<file path="src/rtl/fft_pkg.sv">
// Shared FFT definitions: frame geometry, bank occupancy states and the
// 5-bit index reversal used to place time-ordered samples into lanes.
package fft_pkg;
  localparam int c_FFT_POINTS = 32;
  localparam int c_FFT_LOG2   = 5;

  typedef enum logic [1:0] {
    EMPTY   = 2'd0,
    FILLING = 2'd1,
    FULL    = 2'd2
  } bank_state_t;

  function automatic logic [c_FFT_LOG2-1:0] bitrev5(input logic [c_FFT_LOG2-1:0] i_idx);
    bitrev5 = {i_idx[0], i_idx[1], i_idx[2], i_idx[3], i_idx[4]};
  endfunction
endpackage

</file>
<file path="src/rtl/fft_pingpong_bank.sv">
// One 32 x p_width sample bank of the loader's ping-pong pair.
// Ports:
//   CLK      clock
//   i_wrEn   write strobe
//   i_lane   destination lane (already bit-reversed by the caller)
//   i_data   sample to store
//   o_frame  whole bank, lane k at bits [k*p_width +: p_width]
// Storage has no reset: the top masks the frame while it is not valid.
module fft_pingpong_bank
  import fft_pkg::*;
#(
  parameter int p_width = 8
) (
  input  logic                            CLK,
  input  logic                            i_wrEn,
  input  logic [c_FFT_LOG2-1:0]           i_lane,
  input  logic [p_width-1:0]              i_data,
  output logic [c_FFT_POINTS*p_width-1:0] o_frame
);
  logic [c_FFT_POINTS-1:0][p_width-1:0] r_mem;

  always_ff @(posedge CLK) begin
    if (i_wrEn) r_mem[i_lane] <= i_data;
  end

  assign o_frame = r_mem;
endmodule

</file>
<file path="src/rtl/fft_input_bitrev_loader.sv">
// Serial-to-parallel front end of the 32-point FFT. Samples arrive one per
// handshake in time order and are written to lane bitrev5(n), so stage 0 can
// take adjacent lane pairs. Two banks ping-pong: one fills while the other is
// held for the datapath.
// Ports:
//   CLK            clock, rising edge
//   RST            asynchronous active-low reset
//   i_valid        sample valid
//   i_data         signed sample
//   o_ready        a sample can be taken this cycle
//   o_frameValid   o_frame holds a complete frame (registered)
//   i_frameAccept  downstream takes the frame this cycle
//   o_frame        32 lanes, lane k at [k*W +: W]; zero while not valid
//   o_overflow     (only with LOADER_OVERFLOW_EN) sticky dropped-sample flag
// Optional feature macro: LOADER_OVERFLOW_EN.
module fft_input_bitrev_loader
  import fft_pkg::*;
#(
  parameter int p_inputWidth = 8,
  parameter int p_points     = 32
) (
  input  logic                                 CLK,
  input  logic                                 RST,
  input  logic                                 i_valid,
  input  logic [p_inputWidth-1:0]              i_data,
  output logic                                 o_ready,
  output logic                                 o_frameValid,
  input  logic                                 i_frameAccept,
  output logic [c_FFT_POINTS*p_inputWidth-1:0] o_frame
`ifdef LOADER_OVERFLOW_EN
  ,
  output logic                                 o_overflow
`endif
);
  localparam int c_FW = c_FFT_POINTS * p_inputWidth;

  if (p_points != c_FFT_POINTS) begin : g_badPoints
    $error("fft_input_bitrev_loader: only p_points=32 is supported");
  end

  bank_state_t [1:0]          r_bankState;
  bank_state_t [1:0]          w_nextState;
  logic [c_FFT_LOG2-1:0]      r_wrPtr;
  logic                       r_wrBank;
  logic                       r_rdBank;
  logic                       r_frameValid;
  logic                       w_wrEn;
  logic                       w_accept;
  logic                       w_lastWrite;
  logic                       w_nextRdBank;
  logic [1:0][c_FW-1:0]       w_bankFrame;

  assign o_ready     = (r_bankState[r_wrBank] != FULL);
  assign w_wrEn      = i_valid & o_ready;
  assign w_accept    = r_frameValid & i_frameAccept;
  assign w_lastWrite = (r_wrPtr == 5'(c_FFT_POINTS - 1));

  // Write and accept always target different banks (accept needs rdBank FULL,
  // write needs wrBank not FULL), so applying both in order is safe.
  always_comb begin
    w_nextState = r_bankState;
    if (w_accept) w_nextState[r_rdBank] = EMPTY;
    if (w_wrEn)   w_nextState[r_wrBank] = w_lastWrite ? FULL : FILLING;
    w_nextRdBank = r_rdBank ^ w_accept;
  end

  always_ff @(posedge CLK or negedge RST) begin
    if (!RST) begin
      r_bankState  <= {EMPTY, EMPTY};
      r_wrPtr      <= '0;
      r_wrBank     <= 1'b0;
      r_rdBank     <= 1'b0;
      r_frameValid <= 1'b0;
    end else begin
      r_bankState <= w_nextState;
      r_rdBank    <= w_nextRdBank;
      if (w_wrEn) begin
        r_wrPtr <= r_wrPtr + 5'd1;
        if (w_lastWrite) r_wrBank <= ~r_wrBank;
      end
      // Look ahead at next state so valid rises right after the 32nd write
      // and stays up when a new frame completes as the old one is accepted.
      r_frameValid <= (w_nextState[w_nextRdBank] == FULL);
    end
  end

  for (genvar g = 0; g < 2; g++) begin : g_bank
    fft_pingpong_bank #(.p_width(p_inputWidth)) u_bank (
      .CLK     (CLK),
      .i_wrEn  (w_wrEn & (r_wrBank == 1'(g))),
      .i_lane  (bitrev5(r_wrPtr)),
      .i_data  (i_data),
      .o_frame (w_bankFrame[g])
    );
  end

  assign o_frameValid = r_frameValid;
  assign o_frame      = r_frameValid ? w_bankFrame[r_rdBank] : '0;

`ifdef LOADER_OVERFLOW_EN
  logic r_overflow;
  always_ff @(posedge CLK or negedge RST) begin
    if (!RST)                     r_overflow <= 1'b0;
    else if (i_valid && !o_ready) r_overflow <= 1'b1;
  end
  assign o_overflow = r_overflow;
`endif
endmodule

</file>
<file path="config.mk">
export PLATFORM = sky130hd
export DESIGN_NAME = fft_input_bitrev_loader
export DESIGN_NICKNAME = d
export VERILOG_FILES = /design/src/rtl/fft_pkg.sv /design/src/rtl/fft_pingpong_bank.sv /design/src/rtl/fft_input_bitrev_loader.sv
export SDC_FILE = /design/constraint.sdc
export NUM_CORES = 1
export LEC_CHECK = 0
export BUFFER_PORTS_ARGS = -buffer_cell sky130_fd_sc_hd__buf_2
export CAP_MARGIN = 5
export CORE_MARGIN = 4
export CORE_UTILIZATION = 45
export CTS_CLUSTER_SIZE = 14
export DETAILED_ROUTE_END_ITERATION = 16
export GPL_TIMING_DRIVEN = 0
export SYNTH_ARGS = -nofsm -noshare
export SYNTH_HDL_FRONTEND = slang
export SYNTH_SLANG_ARGS = --single-unit
</file>
<file path="constraint.sdc">
create_clock -name CLK -period 2.4 [get_ports CLK]
set_input_delay 0.12 -clock CLK [delete_from_list [all_inputs] [get_ports CLK]]
set_output_delay 0.12 -clock CLK [all_outputs]
set_load 0.1 [all_outputs]
</file>
# Yosys cells after proc, flatten, opt, wreduce, memory -nomap -nowiden
# Cells that the tools add are included.
# W data, S select, Z words.
# totals
register_bits	524
word_cells	112
# classes
addsub	1
magnitude_cmp	7
n_eq_ne	3
mux	19
bitwise_logic	8
n_reduce_logical	4
# op_table
cell	n
$mux W256	3
$bwmux W256	2
$demux W8 S5	1
$mux W2	7
$mux W4	2
$mux W8	1
$lt A1 B2 Y1 const B	3
$lt A5 B6 Y1 const B	1
$add A5 B1 Y5 const B	1
$eq A5 B5 Y1 const B	1
$ge A5 B1 Y1 const B	1
$and A1 B1 Y1	4
$and A4 B4 Y4	1
$bwmux W4	1
$demux W2 S1	2
$not A4 Y4	1
$logic_and A1 B1 Y1	3
$eq A2 B2 Y1 const B	1
$ge A1 B1 Y1 const B	2
$ne A2 B2 Y1 const B	1
$reduce_and A2 Y1	1
$not A1 Y1	1
$xor A1 B1 Y1	1

# Longest topological paths before layout
# Gate-level depths: netlist of the first run.
# depth
ltp_word	12
ltp_mapped	6
mapped_depth_nobuf	6

# Hierarchy
# From an unflattened synthesis of the first run, not the netlist that was laid out.
# unflattened
cells_unflattened	1236
hier_area_um2	20915.1
# modules_own_cells
mod	instances	cells_per_inst	area_per_inst_um2
fft_pingpong_bank at g_bank[0].u_bank	1	306	7958.9
fft_pingpong_bank at g_bank[1].u_bank	1	303	7917.6
fft_input_bitrev_loader	1	627	5038.6

# Worst setup path after synthesis of the first run
# OpenSTA, ideal clock, no wires.
# synth_timing
path_type	flip-flop to output port
from	reg r_frameValid, in the netlist o_frameValid
to	out o_frame[100]
t_arrival_ps	2885
t_required_ps	2280
path_slack_ps	-605
stages_incl_launch_ff	4
n_path_buf	2
path_cell_list	dfrtp_1 > clkbuf_1 > clkbuf_1 > nor2b_1
# synth_between
elab_chain_len	1
# synth_lines
element	line	rtl
start, declared	fft_input_bitrev_loader.sv:46	logic r_frameValid;
start signal, assigned	fft_input_bitrev_loader.sv:83	r_frameValid <= (w_nextState[w_nextRdBank] == FULL);
$mux W256	fft_input_bitrev_loader.sv:98	assign o_frame = r_frameValid ? w_bankFrame[r_rdBank] : '0;
end, declared	fft_input_bitrev_loader.sv:29	output logic [c_FFT_POINTS*p_inputWidth-1:0] o_frame
# Every way passes these cells.

# Worst setup path after layout of the first run
# layout_timing
from	reg r_wrBank
to	reg g_bank[1].u_bank.r_mem (netlist bit g_bank[1].u_bank.o_frame[37]), enable pin
# layout_between
elab_chain_len	5
# layout_lines
element	line	rtl
start, declared	fft_input_bitrev_loader.sv:44	logic r_wrBank;
start signal, assigned	fft_input_bitrev_loader.sv:79	if (w_lastWrite) r_wrBank <= ~r_wrBank;
$mux W2 (implied by the code) (2 in series)	fft_input_bitrev_loader.sv:53	assign o_ready = (r_bankState[r_wrBank] != FULL);
$ne A2 B2 Y1	fft_input_bitrev_loader.sv:53	
$and A1 B1 Y1	fft_input_bitrev_loader.sv:54	assign w_wrEn = i_valid & o_ready;
$and A1 B1 Y1 *	fft_input_bitrev_loader.sv:90	.i_wrEn (w_wrEn & (r_wrBank == 1'(g))),
end signal, assigned by index	fft_pingpong_bank.sv:23	if (i_wrEn) r_mem[i_lane] <= i_data;
end, declared	fft_pingpong_bank.sv:20	logic [c_FFT_POINTS-1:0][p_width-1:0] r_mem;
# Mark *: on every way between the ends. The rest lies on a longest branch, timed or not. The select of a mux whose other input is x is not followed.
# A chain may end at the register's enable or synchronous reset.

==> summary.txt, run 1 <==
Setup path
  • Most used cell, CP: nand2_1
  • Crit path max fanout: 9
  • Worst-path cell chain: buf_6 -> nand2_1 -> nor2_2 -> nand2_1 -> nor2_1
  • CP delay by family, top: simple AND/OR/NAND/NOR gates
  • Slowest CP cell: nor2_1
  • Crit end category: flip-flop
  • Crit start category: flip-flop
  • WP buf/inv: 1
  • Slowest stage delay, CP: 0.74 ns
  • Setup CP Type: reg2reg
  • Worst EP required: 2.60 ns
  • CP arrival: 2.62 ns

Detailed routing
  • Vias per inst: 5.05
  • Wire length per cell: 22.7 µm
  • DRC Markers: 0
  • DRT iter0 DRCs: 690
  • DR pass1 iterations: 5
  • Antenna-violating nets left: 0
  • DRT Wirelength: 50,000 µm
  • Routed vias: 11,100

Floorplan
  • Die area: 0.0499 mm²
  • Die Y: 223 µm
  • Ports: 270
  • Core outline area: 0.0456 mm²
  • Row count: 78
  • Die X: 223 µm
  • Starting Density: 45.8%

CTS
  • Clock Latency Late Sink: 0.59 ns
  • Worst-path clk slew: 0.07 ns
  • H-Tree Depth: 2
  • Cts bufs inserted: 52
  • CTS root buf: clkbuf_16
  • Max clock buf depth: 3
  • Post CTS Setup Buffer Count: 0
  • Clock Sinks: 524
  • CTS tree: built

Synthesis
  • Yosys top cell area share: 73.7%
  • Largest area contributor in the netlist: edfxtp_1
  • Seq/Total Area, Yosys: 75.1%
  • Synthesized flop and latch total: 524
  • Syn_area_per_cell: 17.0 µm²
  • Yosys warning count: 0
  • Post-synth cell types: 29
  • Synthesized cell area: 0.0209 mm²
  • Area contributors post-synth: edfxtp_1, mux2i_1, nor2b_1, dfrtp_1, nor2_1
  • Syn Nets: 1,244
  • Cells after Synth: 1,224

STA
  • Fin. max-slew vios: 0
  • FMAX: 413 MHz
  • Post-route minimum period: 2.42 ns
  • Final setup margin: -0.0204 ns
  • Final setup skew: 0.0187 ns
  • Unrepaired setup endpoints after global routing: yes
  • Max-slew headroom: 41.4%
  • Final Hold Viols: 0
  • TNS Setup: -0.371 ns
  • Final setup viols: 35
  • Worst-Margin Slew: 0.879 ns
  • Part of the cycle the worst path needs: 101%

Layout
  • Area growth, synth to finish: 33.7%
  • Layout cells sized above 1: 50.9%
  • Area of the multi-input gates: 0.00726 mm²
  • Reg area: 0.0157 mm²
  • Layout Nets: 1,575
  • Fin util: 61.2%
  • Most frequent cells in the layout: edfxtp_1, buf_4, nor2b_4
  • Design area: 0.0279 mm²
  • Fill cell count: 3,335
  • Ant diodes: 0
  • Commonest non-fill, non-tap cell in the layout: edfxtp_1

Placed design
  • Number of port buffers: 269
  • Final HPWL DP: 30,700 µm
  • Post-DP Area: 0.0249 mm²
  • Routability Congestion: 0.732

Min path
  • Min-Delay Path Class: in2reg

Outcome
  • Status: finished with violations
  • Failing checks: negative setup slack

GRT
  • Overall Global Routing Usage: 19.5%
  • Number of global-route vias before repair: 11,500
  • Global route total overflow: 0
  • Largest net degree at the start of global routing: 65
  • Initial antenna violation count: 0
  • First-pass GRT wire length: 72,900 µm

Power and ir drop
  • Leakage: 8.93 nW
  • Tot Pwr: 24.2 mW
  • Maximum vdd drop: 0.000765 V
  • Cell Pwr Density: 868 mW/mm²

Flow run
  • Max-cap violations: 0
## routing by layer
metal	global-route usage, %	wire length [µm]
met1	26.5	21600
met4	5.23	968
met3	3.82	2660
met2	32.7	24800
met5	0	0
## what timing repair did
item,4_1_cts,5_1_grt
hold endpoints to repair,20,0
cloned,0,0
hold buffers,4,0
gates resized for setup,348,121
setup endpoints to repair,666,389
## worst paths after layout
check	start	end	slack [ns]	depth (start not counted)
max	r_wrBank	g_bank[1].u_bank.o_frame[37]	-0.02	5
min	i_data[0]	g_bank[0].u_bank.o_frame[16]	0.07	1
max reg2reg	r_wrBank	g_bank[1].u_bank.o_frame[37]	-0.02	5
min reg2reg	r_wrPtr[0]	r_wrPtr[0]	0.54	1
max in group asynchronous	RST	o_frameValid	1.34	3
min in group asynchronous	RST	r_wrBank	0.63	3
## logic make-up (layout without fill, tap and decap cells)
logic type      count (synthesis)  after routing  synth area share [%]
flops                         524            524                  75.1
mux                           260            260                  12.5
xor+xnor                        3              3                 0.126
buf+inv                        67            441                  1.68
compound gates                 11             11                 0.486
fa+ha+maj                       8              8                 0.480
simple gates                  351            351                  9.61
## through the flow
stage	hold WS [ns]	worst slack, ns	instances
after floorplan	-0.176	-0.181	1224
after global placement	0.0131	-0.364	2093
after detailed placement	0.0196	-0.415	2096
after CTS	0.0719	-0.137	2197
after global routing	0.0731	-0.232	2198
final	0.0711	-0.0204	2198
## Yosys cell counts, drive strengths merged
cell,instances
edfxtp,512
a21bo,1
dfrtp,12
and3,2
buf,30
nor3b,1
ha,8
clkbuf,28
inv,9
xor2,2
o211ai,1
nand3,2
o21a,2
xnor2,1
nand2b,2
mux2i,258
mux2,2
a32o,1
nor4,1
o221ai,1
o21ai,4
o32ai,1
nor2,67
nand3b,2
nand2,15
nor2b,259
## worst register-to-register path, cell delays in order (launching register included)
cell and delay [ns]:
dfrtp_1 0.34, buf_6 0.14, nand2_1 0.10, nor2_2 0.25, nand2_1 0.47, nor2_1 0.74
## power by group
group	switching, mW	leakage [nW]	internal [mW]
clock	3.28	0.792	4.51
sequential	0.163	4.76	10.4
combinational	3.78	3.38	2.05
total	7.22	8.93	17.0
## state kept, by name (all words and copies together), names as in the netlist
name and count:
g_bank.u_bank.o_frame 512, o_frameValid 1, r_rdBank 1, r_bankState 4, r_wrBank 1, r_wrPtr 5
## layout make-up
class	instances	share of cell area, %
sequential	524	56.2
tap	600	2.69
timing repair buffer	277	7.45
multi-input combinational	633	26.0
inverter	9	0.121
clock buffer	68	4.99
buffer	58	1.67
clock inverter	29	0.861
(Power assumes the default switching activity.)
==> run 2, diff against run 1 <==
--- a/config.mk
+++ b/config.mk
@@ -7,11 +7,13 @@
 export LEC_CHECK = 0
 export BUFFER_PORTS_ARGS = -buffer_cell sky130_fd_sc_hd__buf_2
 export CAP_MARGIN = 5
+export CORE_ASPECT_RATIO = 0.6
 export CORE_MARGIN = 4
 export CORE_UTILIZATION = 45
 export CTS_CLUSTER_SIZE = 14
 export DETAILED_ROUTE_END_ITERATION = 16
 export GPL_TIMING_DRIVEN = 0
+export MAX_ROUTING_LAYER = met4
 export SYNTH_ARGS = -nofsm -noshare
 export SYNTH_HDL_FRONTEND = slang
 export SYNTH_SLANG_ARGS = --single-unit
==> summary.txt, run 2 (synthesis gave the netlist of run 1 again) <==
Layout
  • Area of the multi-input gates: 0.00735 mm² (was 0.00726 mm²)
  • Layout Nets: 1,572 (was 1,575)
  • Reg area: 0.0157 mm² (unchanged)
  • Fill cell count: 3,435 (was 3,335)
  • Largest register FFs: 512 (unchanged)
  • Commonest non-fill, non-tap cell in the layout: edfxtp_1 (unchanged)
  • Design area: 0.0278 mm² (was 0.0279 mm²)
  • Final non-filler cell total: 2,208 (was 2,198)
  • Most frequent cells in the layout: edfxtp_1, buf_4, nor2b_4 (unchanged)
  • Fin util: 61.3% (was 61.2%)
  • Layout cells sized above 1: 50.7% (was 50.9%)
  • Area growth, synth to finish: 33.3% (was 33.7%)

Detailed routing
  • DR pass1 iterations: 5 (unchanged)
  • Vias per inst: 5.08 (was 5.05)
  • DRC Markers: 0 (unchanged)
  • Routed vias: 11,200 (was 11,100)
  • Wire length per cell: 22.5 µm (was 22.7 µm)
  • DRT iter0 DRCs: 723 (was 690)
  • DRT Wirelength: 49,600 µm (was 50,000 µm)
  • Antenna-violating nets left: 0 (unchanged)

CTS
  • Post CTS Setup Buffer Count: 0 (unchanged)
  • CTS tree: built (unchanged)
  • Cts bufs inserted: 48 (was 52)
  • H-Tree Depth: 2 (unchanged)
  • Clock Sinks: 524 (unchanged)
  • Worst-path clk slew: 0.07 ns (about the same)
  • Max clock buf depth: 3 (unchanged)
  • CTS root buf: clkbuf_16 (unchanged)
  • Clock Latency Late Sink: 0.56 ns (was 0.59 ns)

Floorplan
  • Die X: 286 µm (was 223 µm)
  • Core outline area: 0.0453 mm² (was 0.0456 mm²)
  • Starting Density: 46.0% (was 45.8%)
  • Die area: 0.0500 mm² (was 0.0499 mm²)
  • Die Y: 175 µm (was 223 µm)
  • Ports: 270 (unchanged)
  • Row count: 60 (was 78)

GRT
  • Largest net degree at the start of global routing: 65 (unchanged)
  • Initial antenna violation count: 0 (unchanged)
  • First-pass GRT wire length: 73,900 µm (was 72,900 µm)
  • Number of global-route vias before repair: 11,400 (was 11,500)
  • Global route total overflow: 0 (unchanged)
  • Overall Global Routing Usage: 20.4% (was 19.5%)

Outcome
  • Status: finished with violations (unchanged)
  • Failing checks: negative setup slack (unchanged)

STA
  • Max-slew headroom: 25.6% (was 41.4%)
  • Final setup skew: 0.0164 ns (was 0.0187 ns)
  • Final Hold Viols: 0 (unchanged)
  • Unrepaired setup endpoints after global routing: yes (unchanged)
  • WHS: 0.121 ns (was 0.0711 ns)
  • Fin. max-slew vios: 0 (unchanged)
  • Worst-Margin Slew: 1.11 ns (was 0.879 ns)
  • Part of the cycle the worst path needs: 108% (was 101%)
  • Final setup margin: -0.199 ns (was -0.0204 ns)
  • Final setup viols: 216 (was 35)
  • Post-route minimum period: 2.60 ns (was 2.42 ns)
  • FMAX: 385 MHz (was 413 MHz)

Placed design
  • Final HPWL DP: 31,400 µm (was 30,700 µm)
  • Pre-CTS WS: -0.356 ns (was -0.415 ns)
  • Placed insts: 2,119 (was 2,096)
  • Number of port buffers: 269 (unchanged)
  • Post-DP Area: 0.0249 mm² (about the same)
  • Routability Congestion: 0.790 (was 0.732)

Setup path
  • Setup CP Type: reg2reg (unchanged)
  • CP arrival: 2.78 ns (was 2.62 ns)
  • CP delay by family, top: simple AND/OR/NAND/NOR gates (unchanged)
  • Reg2reg path depth: 4 (was 5)
  • R2R setup slack: -0.20 ns (was -0.02 ns)
  • Slowest stage delay, CP: 0.79 ns (was 0.74 ns)
  • WP buf/inv: 0 (was 1)
  • Crit end category: flip-flop (unchanged)
  • Slowest CP cell: nor2_1 (unchanged)
  • Worst-path cell chain: nand2b_1 -> nor3b_4 -> nand2_1 -> nor2_1 (was buf_6 -> nand2_1 -> nor2_2 -> nand2_1 -> nor2_1)
  • Worst r2r src: r_bankState[0] (was r_wrBank)
  • Worst EP required: 2.58 ns (was 2.60 ns)
  • Crit path max fanout: 8 (was 9)
  • FF-to-FF End: g_bank[0].u_bank.o_frame[48] (was g_bank[1].u_bank.o_frame[37])
  • Crit start category: flip-flop (unchanged)
  • Critical Path Source: r_bankState[0] (was r_wrBank)

Power and ir drop
  • Leakage: 8.82 nW (was 8.93 nW)
  • Cell Pwr Density: 841 mW/mm² (was 868 mW/mm²)
  • Maximum vdd drop: 0.000685 V (was 0.000765 V)

Flow run
  • Max-cap violations: 0 (unchanged)

Min path
  • HP Start: i_data[1] (was i_data[0])
  • Hold Path Cell Cnt: 1 (unchanged)
  • Worst Hold End: g_bank[1].u_bank.o_frame[73] (was g_bank[0].u_bank.o_frame[16])
  • Min-Delay Path Class: in2reg (unchanged)
[run 2: cell count changes in the layout (fill, tap and decap cells not counted), sizes merged]
cell      previous run  this run
buf                303       291
clkbuf              96       103
bufinv               4         0
clkinv              21        23
diode                0         1
clkinvlp             2         0
inv                 11         9
[run 2: how the worst max path moves through the flow]
stage / to / slack [ns] / cells after the start
3_3_place_gp: g_bank[0].u_bank.o_frame[222] / -0.33 / 4
3_5_place_dp: g_bank[0].u_bank.o_frame[225] / -0.36 / 4
6_report: g_bank[0].u_bank.o_frame[48] / -0.20 / 4
5_1_grt: g_bank[0].u_bank.o_frame[178] / -0.31 / 4
4_1_cts: g_bank[0].u_bank.o_frame[216] / -0.30 / 4
2_1_floorplan: o_frame[100] / -0.18 / 3
[run 2: worst reg2reg max path: stages (launching register included)]
cell and delay, ns:
dfrtp_1 0.35, nand2b_1 0.23, nor3b_4 0.33, nand2_1 0.52
nor2_1 0.79
[run 2: through the flow]
step	TNS, ns	power [mW]
finish	-24.75	23.4
global route	-52.32	24.3
CTS	-77.41	23.2
detailed placement	-116.13	15.9
global placement	-89.65	15.9
floorplan	-0.181	14.7
[run 2: per-layer routing]
| layer | up-vias | share of wire [%] | GRT usage [%] |
|---|---|---|---|
| li1 | 5158 | - | - |
| met4 | 0 | 1.9 | 3.99 |
| met5 | - | 0 | - |
| met3 | 71 | 4.5 | 3.44 |
| met2 | 256 | 48 | 31.7 |
| met1 | 5742 | 46 | 28.8 |
[run 2: timing repair]
item                                   in CTS  in global routing
setup endpoints to repair                 742                689
endpoints found under the hold margin      18                  0
resized for setup                         378                113
cloned                                      0                  0
hold buffers                                4                  0
pin swaps                                   0                  0
[run 2: area by class of cell]
| type | instances | area share, % |
|---|---|---|
| tap | 620 | 2.79 |
| sequential | 524 | 56.4 |
| timing repair buffer | 279 | 7.69 |
| inverter | 9 | 0.121 |
| clock inverter | 23 | 0.346 |
| clock buffer | 62 | 4.58 |
| buffer | 57 | 1.66 |
| antenna | 1 | 0.00900 |
| multi-input combinational | 633 | 26.4 |
[run 2: power breakdown]
part / switching (mW) / total [mW] / internal, mW
Combinational: 3.81 / 5.91 / 2.09
Clock: 3.16 / 6.89 / 3.72
Sequential: 0.158 / 10.6 / 10.4
Total: 7.13 / 23.4 / 16.2
